===== src/rtl/dm_port_arbiter_if.sv =====
// Bundle of the CPU, checker and data-memory signals around dm_port_arbiter.
// The arbiter uses the slave view; the CPU, checker and dm side uses the master view.
interface dm_port_arbiter_if #(
  parameter int unsigned AW = 7,
  parameter int unsigned DW = 32
);
  logic          cpu_req;
  logic          cpu_we;
  logic [AW-1:0] cpu_addr;
  logic [DW-1:0] cpu_wdata;
  logic          cpu_gnt;
  logic          cpu_rvalid;
  logic [DW-1:0] cpu_rdata;

  logic          chk_req;
  logic [AW-1:0] chk_addr;
  logic          chk_gnt;
  logic          chk_rvalid;
  logic [DW-1:0] chk_rdata;

  logic          mem_rd;
  logic          mem_wr;
  logic [AW-1:0] mem_addr;
  logic [DW-1:0] mem_wdata;
  logic [DW-1:0] mem_rdata;

  modport slave (
    input  cpu_req, cpu_we, cpu_addr, cpu_wdata, chk_req, chk_addr, mem_rdata,
    output cpu_gnt, cpu_rvalid, cpu_rdata, chk_gnt, chk_rvalid, chk_rdata,
           mem_rd, mem_wr, mem_addr, mem_wdata
  );

  modport master (
    output cpu_req, cpu_we, cpu_addr, cpu_wdata, chk_req, chk_addr, mem_rdata,
    input  cpu_gnt, cpu_rvalid, cpu_rdata, chk_gnt, chk_rvalid, chk_rdata,
           mem_rd, mem_wr, mem_addr, mem_wdata
  );
endinterface


===== src/rtl/dm_port_arbiter.sv =====
// Arbitrates the CPU and checker onto one single-port dm; the CPU has priority with anti-starvation.
// Define DM_ARB_STATS_EN to add saturating grant/conflict statistics counters.
module dm_port_arbiter #(
  parameter int unsigned AW       = 7,
  parameter int unsigned DW       = 32,
  parameter int unsigned MAX_WAIT = 4
) (
  input  logic        clk,
  input  logic        reset,
`ifdef DM_ARB_STATS_EN
  output logic [15:0] cpu_gnt_cnt,
  output logic [15:0] chk_gnt_cnt,
  output logic [15:0] conflict_cnt,
`endif
  dm_port_arbiter_if.slave bus
);

  localparam logic [1:0] TagNone  = 2'd0;
  localparam logic [1:0] TagCpuRd = 2'd1;
  localparam logic [1:0] TagChkRd = 2'd2;
  localparam logic [3:0] WaitMax  = 4'(MAX_WAIT);

  logic [3:0] wait_q, wait_d;
  logic [1:0] rtag_q, rtag_d;
  logic       both_req, same_addr_wr, force_chk;
  logic       cpu_gnt, chk_gnt, cpu_rvalid, chk_rvalid;

  always_comb begin
    both_req     = bus.cpu_req & bus.chk_req;
    // A CPU store to the checker's address goes first so the checker sees post-store data.
    same_addr_wr = bus.cpu_we & (bus.cpu_addr == bus.chk_addr);
    force_chk    = both_req & (wait_q == WaitMax) & ~same_addr_wr;
    cpu_gnt      = ~reset & bus.cpu_req & ~force_chk;
    chk_gnt      = ~reset & bus.chk_req & (~bus.cpu_req | force_chk);
  end

  always_comb begin
    wait_d = wait_q;
    if (!bus.chk_req || chk_gnt) begin
      wait_d = 4'd0;
    end else if (wait_q < WaitMax) begin
      wait_d = wait_q + 4'd1;
    end
    rtag_d = TagNone;
    if (chk_gnt) begin
      rtag_d = TagChkRd;
    end else if (cpu_gnt && !bus.cpu_we) begin
      rtag_d = TagCpuRd;
    end
  end

  always_ff @(posedge clk) begin
    if (reset) begin
      wait_q <= 4'd0;
      rtag_q <= TagNone;
    end else begin
      wait_q <= wait_d;
      rtag_q <= rtag_d;
    end
  end

  // rtag_q may still hold a tag in the first reset cycle; drop that return.
  assign cpu_rvalid     = ~reset & (rtag_q == TagCpuRd);
  assign chk_rvalid     = ~reset & (rtag_q == TagChkRd);

  assign bus.cpu_gnt    = cpu_gnt;
  assign bus.chk_gnt    = chk_gnt;
  assign bus.cpu_rvalid = cpu_rvalid;
  assign bus.chk_rvalid = chk_rvalid;
  assign bus.cpu_rdata  = cpu_rvalid ? bus.mem_rdata : '0;
  assign bus.chk_rdata  = chk_rvalid ? bus.mem_rdata : '0;

  assign bus.mem_wr     = cpu_gnt & bus.cpu_we;
  assign bus.mem_rd     = (cpu_gnt & ~bus.cpu_we) | chk_gnt;
  assign bus.mem_addr   = chk_gnt ? bus.chk_addr : (cpu_gnt ? bus.cpu_addr : '0);
  assign bus.mem_wdata  = (cpu_gnt & bus.cpu_we) ? bus.cpu_wdata : '0;

`ifdef DM_ARB_STATS_EN
  always_ff @(posedge clk) begin
    if (reset) begin
      cpu_gnt_cnt  <= 16'd0;
      chk_gnt_cnt  <= 16'd0;
      conflict_cnt <= 16'd0;
    end else begin
      if (cpu_gnt && cpu_gnt_cnt != 16'hffff) begin
        cpu_gnt_cnt <= cpu_gnt_cnt + 16'd1;
      end
      if (chk_gnt && chk_gnt_cnt != 16'hffff) begin
        chk_gnt_cnt <= chk_gnt_cnt + 16'd1;
      end
      if (both_req && conflict_cnt != 16'hffff) begin
        conflict_cnt <= conflict_cnt + 16'd1;
      end
    end
  end
`endif

endmodule


===== src/flat_wrapper.sv =====
// flat-port wrapper written by rule: the top's interface ports become plain ports
module dm_port_arbiter_flat 
#(
  parameter int unsigned AW       = 7,
  parameter int unsigned DW       = 32,
  parameter int unsigned MAX_WAIT = 4
)
  (clk, reset, bus_cpu_req, bus_cpu_we, bus_cpu_addr, bus_cpu_wdata, bus_chk_req, bus_chk_addr, bus_mem_rdata, bus_cpu_gnt, bus_cpu_rvalid, bus_cpu_rdata, bus_chk_gnt, bus_chk_rvalid, bus_chk_rdata, bus_mem_rd, bus_mem_wr, bus_mem_addr, bus_mem_wdata);
  dm_port_arbiter_if #(.AW(AW), .DW(DW)) bus_i ();
  input  logic clk;
  input  logic reset;
  input wire logic [$bits(bus_i.cpu_req)-1:0] bus_cpu_req;
  input wire logic [$bits(bus_i.cpu_we)-1:0] bus_cpu_we;
  input wire logic [$bits(bus_i.cpu_addr)-1:0] bus_cpu_addr;
  input wire logic [$bits(bus_i.cpu_wdata)-1:0] bus_cpu_wdata;
  input wire logic [$bits(bus_i.chk_req)-1:0] bus_chk_req;
  input wire logic [$bits(bus_i.chk_addr)-1:0] bus_chk_addr;
  input wire logic [$bits(bus_i.mem_rdata)-1:0] bus_mem_rdata;
  output wire logic [$bits(bus_i.cpu_gnt)-1:0] bus_cpu_gnt;
  output wire logic [$bits(bus_i.cpu_rvalid)-1:0] bus_cpu_rvalid;
  output wire logic [$bits(bus_i.cpu_rdata)-1:0] bus_cpu_rdata;
  output wire logic [$bits(bus_i.chk_gnt)-1:0] bus_chk_gnt;
  output wire logic [$bits(bus_i.chk_rvalid)-1:0] bus_chk_rvalid;
  output wire logic [$bits(bus_i.chk_rdata)-1:0] bus_chk_rdata;
  output wire logic [$bits(bus_i.mem_rd)-1:0] bus_mem_rd;
  output wire logic [$bits(bus_i.mem_wr)-1:0] bus_mem_wr;
  output wire logic [$bits(bus_i.mem_addr)-1:0] bus_mem_addr;
  output wire logic [$bits(bus_i.mem_wdata)-1:0] bus_mem_wdata;
  assign bus_i.cpu_req = bus_cpu_req;
  assign bus_i.cpu_we = bus_cpu_we;
  assign bus_i.cpu_addr = bus_cpu_addr;
  assign bus_i.cpu_wdata = bus_cpu_wdata;
  assign bus_i.chk_req = bus_chk_req;
  assign bus_i.chk_addr = bus_chk_addr;
  assign bus_i.mem_rdata = bus_mem_rdata;
  assign bus_cpu_gnt = bus_i.cpu_gnt;
  assign bus_cpu_rvalid = bus_i.cpu_rvalid;
  assign bus_cpu_rdata = bus_i.cpu_rdata;
  assign bus_chk_gnt = bus_i.chk_gnt;
  assign bus_chk_rvalid = bus_i.chk_rvalid;
  assign bus_chk_rdata = bus_i.chk_rdata;
  assign bus_mem_rd = bus_i.mem_rd;
  assign bus_mem_wr = bus_i.mem_wr;
  assign bus_mem_addr = bus_i.mem_addr;
  assign bus_mem_wdata = bus_i.mem_wdata;
  dm_port_arbiter #(.AW(AW), .DW(DW), .MAX_WAIT(MAX_WAIT)) u_core (.clk(clk), .reset(reset), .bus(bus_i));
endmodule

===== config.mk =====
export PLATFORM = sky130hd
export DESIGN_NAME = dm_port_arbiter_flat
export DESIGN_NICKNAME = d
export VERILOG_FILES = /design/src/rtl/dm_port_arbiter_if.sv /design/src/rtl/dm_port_arbiter.sv /design/src/flat_wrapper.sv
export SDC_FILE = /design/constraint.sdc
export NUM_CORES = 1
export LEC_CHECK = 0
export BUFFER_PORTS_ARGS = -buffer_cell sky130_fd_sc_hd__clkbuf_2
export CELL_PAD_IN_SITES_DETAIL_PLACEMENT = 1
export CELL_PAD_IN_SITES_GLOBAL_PLACEMENT = 1
export CORE_MARGIN = 3
export CORE_UTILIZATION = 16
export CTS_CLUSTER_DIAMETER = 120
export CTS_CLUSTER_SIZE = 8
export DETAILED_ROUTE_END_ITERATION = 10
export MAX_ROUTING_LAYER = met4
export PLACE_DENSITY = 0.87
export SETUP_SLACK_MARGIN = 0.2
export SLEW_MARGIN = 20
export SYNTH_ARGS = -nofsm -noshare
export SYNTH_HDL_FRONTEND = slang
export SYNTH_SLANG_ARGS = --single-unit

===== constraint.sdc =====
create_clock -name clk -period 1.18 [get_ports clk]
set_input_delay 0.118 -clock clk [delete_from_list [all_inputs] [get_ports clk]]
set_output_delay 0.118 -clock clk [all_outputs]
set_load 0.01 [all_outputs]

==> results.json <==
{
  "status": "finished with violations",
  "violations": "negative setup slack",
  "synthTopCellsByCount": "64 x and2_1, 40 x nand2_1, 19 x nor3_2",
  "critPathMaxStageDelay_ns": 0.32,
  "drc": 0,
  "endpoint": "bus_mem_rd",
  "hold_viol_final": 0,
  "h-tree-depth": 1,
  "multi_input_area_sq_um": 1632,
  "crit_path_start_kind": "register",
  "synth_fp_nets": 298,
  "cts.path.max_buffers": 2,
  "synth_edf_count": 0,
  "setup_tns_ns": -43.42,
  "grt_setup_unrepaired": "true",
  "timing.fmax_ghz": 0.5558,
  "cts_tree": "yes",
  "diodes": 0,
  "ys_warn_count": 0,
  "synth_ff_type": "dfxtp_1",
  "crit_family": "buffers and inverters",
  "async_reset_ff_share_pct": 0,
  "synthCells": 213,
  "fill_cells": 954,
  "cts_made_buffers": 3,
  "rrSetupSlack_ns": -0.23,
  "worst_slack_ns": -0.6191,
  "grt_pass1_wl_microns": 12210,
  "crit_cells": 8,
  "start_util_pct": 16.78,
  "r2r_cells": 7,
  "r2r_start": "u_core.wait_q[1]",
  "worst_clock_skew_ns": 0.004998,
  "wire_per_inst_microns": 16.58,
  "worstPathBufferInverterCount": 4,
  "rows": 33,
  "cap_violations": 0,
  "clk_pin_slew_ns": 0.04,
  "ant_nets": 0,
  "grt_overflow_total": 0,
  "synth_seq_cells": 6,
  "die_area_sq_um": 9951,
  "cp_max_fo": 3,
  "crit_start": "u_core.wait_q[1]",
  "end_kind": "output port",
  "p_leak_nw": 2.006,
  "seqCellArea_sq_um": 125.1,
  "vias": 2359,
  "syn-cell-area_sq_um": 1406,
  "ir_drop_uv": 341.2,
  "vias_per_cell": 4.393,
  "dp_hpwl_microns": 6345,
  "antenna_found_initial": 0,
  "clock-sinks": 6,
  "worst_pin_slew_ns": 0.3628,
  "drt_iter0_markers": 31,
  "yosys-top-cells-area": "and2_1 28%, nor3_2 14%, nand2_1 11%",
  "netlist.area_leader.share_pct": 28.47,
  "cpMostUsedCell": "buf_6",
  "hp-start": "bus_cpu_req",
  "routed_wl_microns": 8905,
  "worstSkewPairLatency_ns": 0.23,
  "dpl_cell_area_sq_um": 3099,
  "post-synth-top-count-cell": "and2_1",
  "ios": 192,
  "final.min_clock_period_ns": 1.799,
  "area_growth_pct": 187.3,
  "dieHeight_microns": 99.76,
  "gp_congestion": 0.7270,
  "final_area_sq_um": 4040,
  "ys_types": 26,
  "hold_path_class": "in2reg",
  "critical_path_required_ns": 1.06,
  "period_share_pct": 152.5,
  "port_buffers": 191,
  "drtPass1Iterations": 4,
  "coreArea_sq_um": 8382,
  "fin_nets": 519,
  "crit_slowest_cell": "dfxtp_2",
  "finalSetupViolCount": 114,
  "p_per_area_nw_per_um2": 366.1,
  "root_buffer": "clkbuf_8",
  "drive_gt1_share_pct": 81.71,
  "critPathArrivalTime_ns": 1.68,
  "design_power_total_w": 0.001479,
  "grt_usage_pct": 15.52,
  "relSlewSlack_pct": 75.82,
  "path_cells": "inv_2 > ha_4 > nand4_1 > a22o_1 > buf_6 > buf_12 > a211oi_4 > buf_6",
  "crit_type": "reg2out",
  "grt_pass1_vias": 2507,
  "synth_largest_area_cell": "and2_1",
  "yosysSeqAreaShare_pct": 8.541,
  "drv_slew": 0,
  "grt_start_max_net_pins": 36,
  "die_w_microns": 99.76,
  "synth_area_per_cell_sq_um": 6.603,
  "timing.rr.end": "u_core.rtag_q[0]"
}
-- worst register-to-register path, stage by stage (launching register included) --
cell and delay [ns]:
dfxtp_2 0.32, inv_2 0.07, ha_4 0.11, nand4_1 0.12
a22oi_2 0.33, buf_4 0.18, buf_6 0.11, nor3_2 0.04
-- registers in the layout (all words and copies together) (netlist names) --
name and flops:
u_core.rtag_q 2, u_core.wait_q 4
-- power breakdown --
part | total, W | leakage (nW) | switching, W | internal (W)
sequential | 0.000213 | 0.0505 | 0.00000361 | 0.000210
clock | 0.000310 | 0.0216 | 0.0000905 | 0.000219
combinational | 0.000956 | 1.93 | 0.000452 | 0.000504
total | 0.00148 | 2.01 | 0.000547 | 0.000933
-- kinds of logic (layout without fill, tap and decap cells) --
logic type | count (synthesis) | after routing | synth area share, %
fa+ha+maj | 2 | 2 | 1.779
buf+inv | 24 | 243 | 8.629
flops | 6 | 6 | 8.541
compound gates | 4 | 4 | 2.046
mux | 8 | 8 | 5.694
simple gates | 161 | 161 | 68.33
xor+xnor | 8 | 8 | 4.982
-- cell type report --
| cell class | instances | area share [%] |
|---|---|---|
| clock buffer | 3 | 1.022 |
| multi-input combinational | 183 | 40.38 |
| tap | 105 | 3.252 |
| sequential | 6 | 3.097 |
| timing repair buffer | 237 | 51.97 |
| inverter | 3 | 0.2787 |
-- through the flow --
| stage | util, % | worst slack (ns) | hold WS, ns | std cells |
|---|---|---|---|---|
| 2_1_floorplan | - | -0.1752 | 0.2705 | 213 |
| 3_3_place_gp | 36.98 | -0.5418 | 0.4960 | 517 |
| 3_5_place_dp | 36.98 | -0.5984 | 0.5195 | 517 |
| 4_1_cts | 41.93 | -0.6465 | 0.3259 | 533 |
| 5_1_grt | 48.20 | -0.6836 | 0.3455 | 537 |
| 6_report | 48.20 | -0.6191 | 0.3180 | 537 |
-- cells in the final DEF (no fill, tap or decap), drive strengths merged, types with 2 or more instances in the layout --
master / instances
nor4: 2
nor3: 36
and2: 64
inv: 3
xor2: 7
buf: 118
nand2b: 8
nor2: 5
nand2: 40
clkbuf: 122
dfxtp: 6
nor3b: 3
mux2i: 8
ha: 2
-- routing by layer --
metal	part of all wire [%]	GRT usage, %
met2	58	32.58
met5	0	-
met3	7.9	2.314
met1	32	14.24
met4	2.0	3.571
-- what timing repair did --
item,in CTS,in global routing
gates resized for setup,30,156
gates cloned,5,3
endpoints found under the setup margin,114,114
hold buffers,0,0
pin swaps,4,10
buffers inserted,8,1
-- worst min-delay path by stage --
stage | endpoint | slack, ns | depth (start not counted)
final | u_core.wait_q[3] | 0.32 | 3
after global routing | u_core.wait_q[3] | 0.35 | 3
after CTS | u_core.wait_q[3] | 0.33 | 3
after detailed placement | bus_mem_wdata[4] | 0.52 | 4
after global placement | u_core.wait_q[3] | 0.50 | 3
after floorplan | u_core.wait_q[3] | 0.27 | 1
Power figures use the tool's default switching activity.
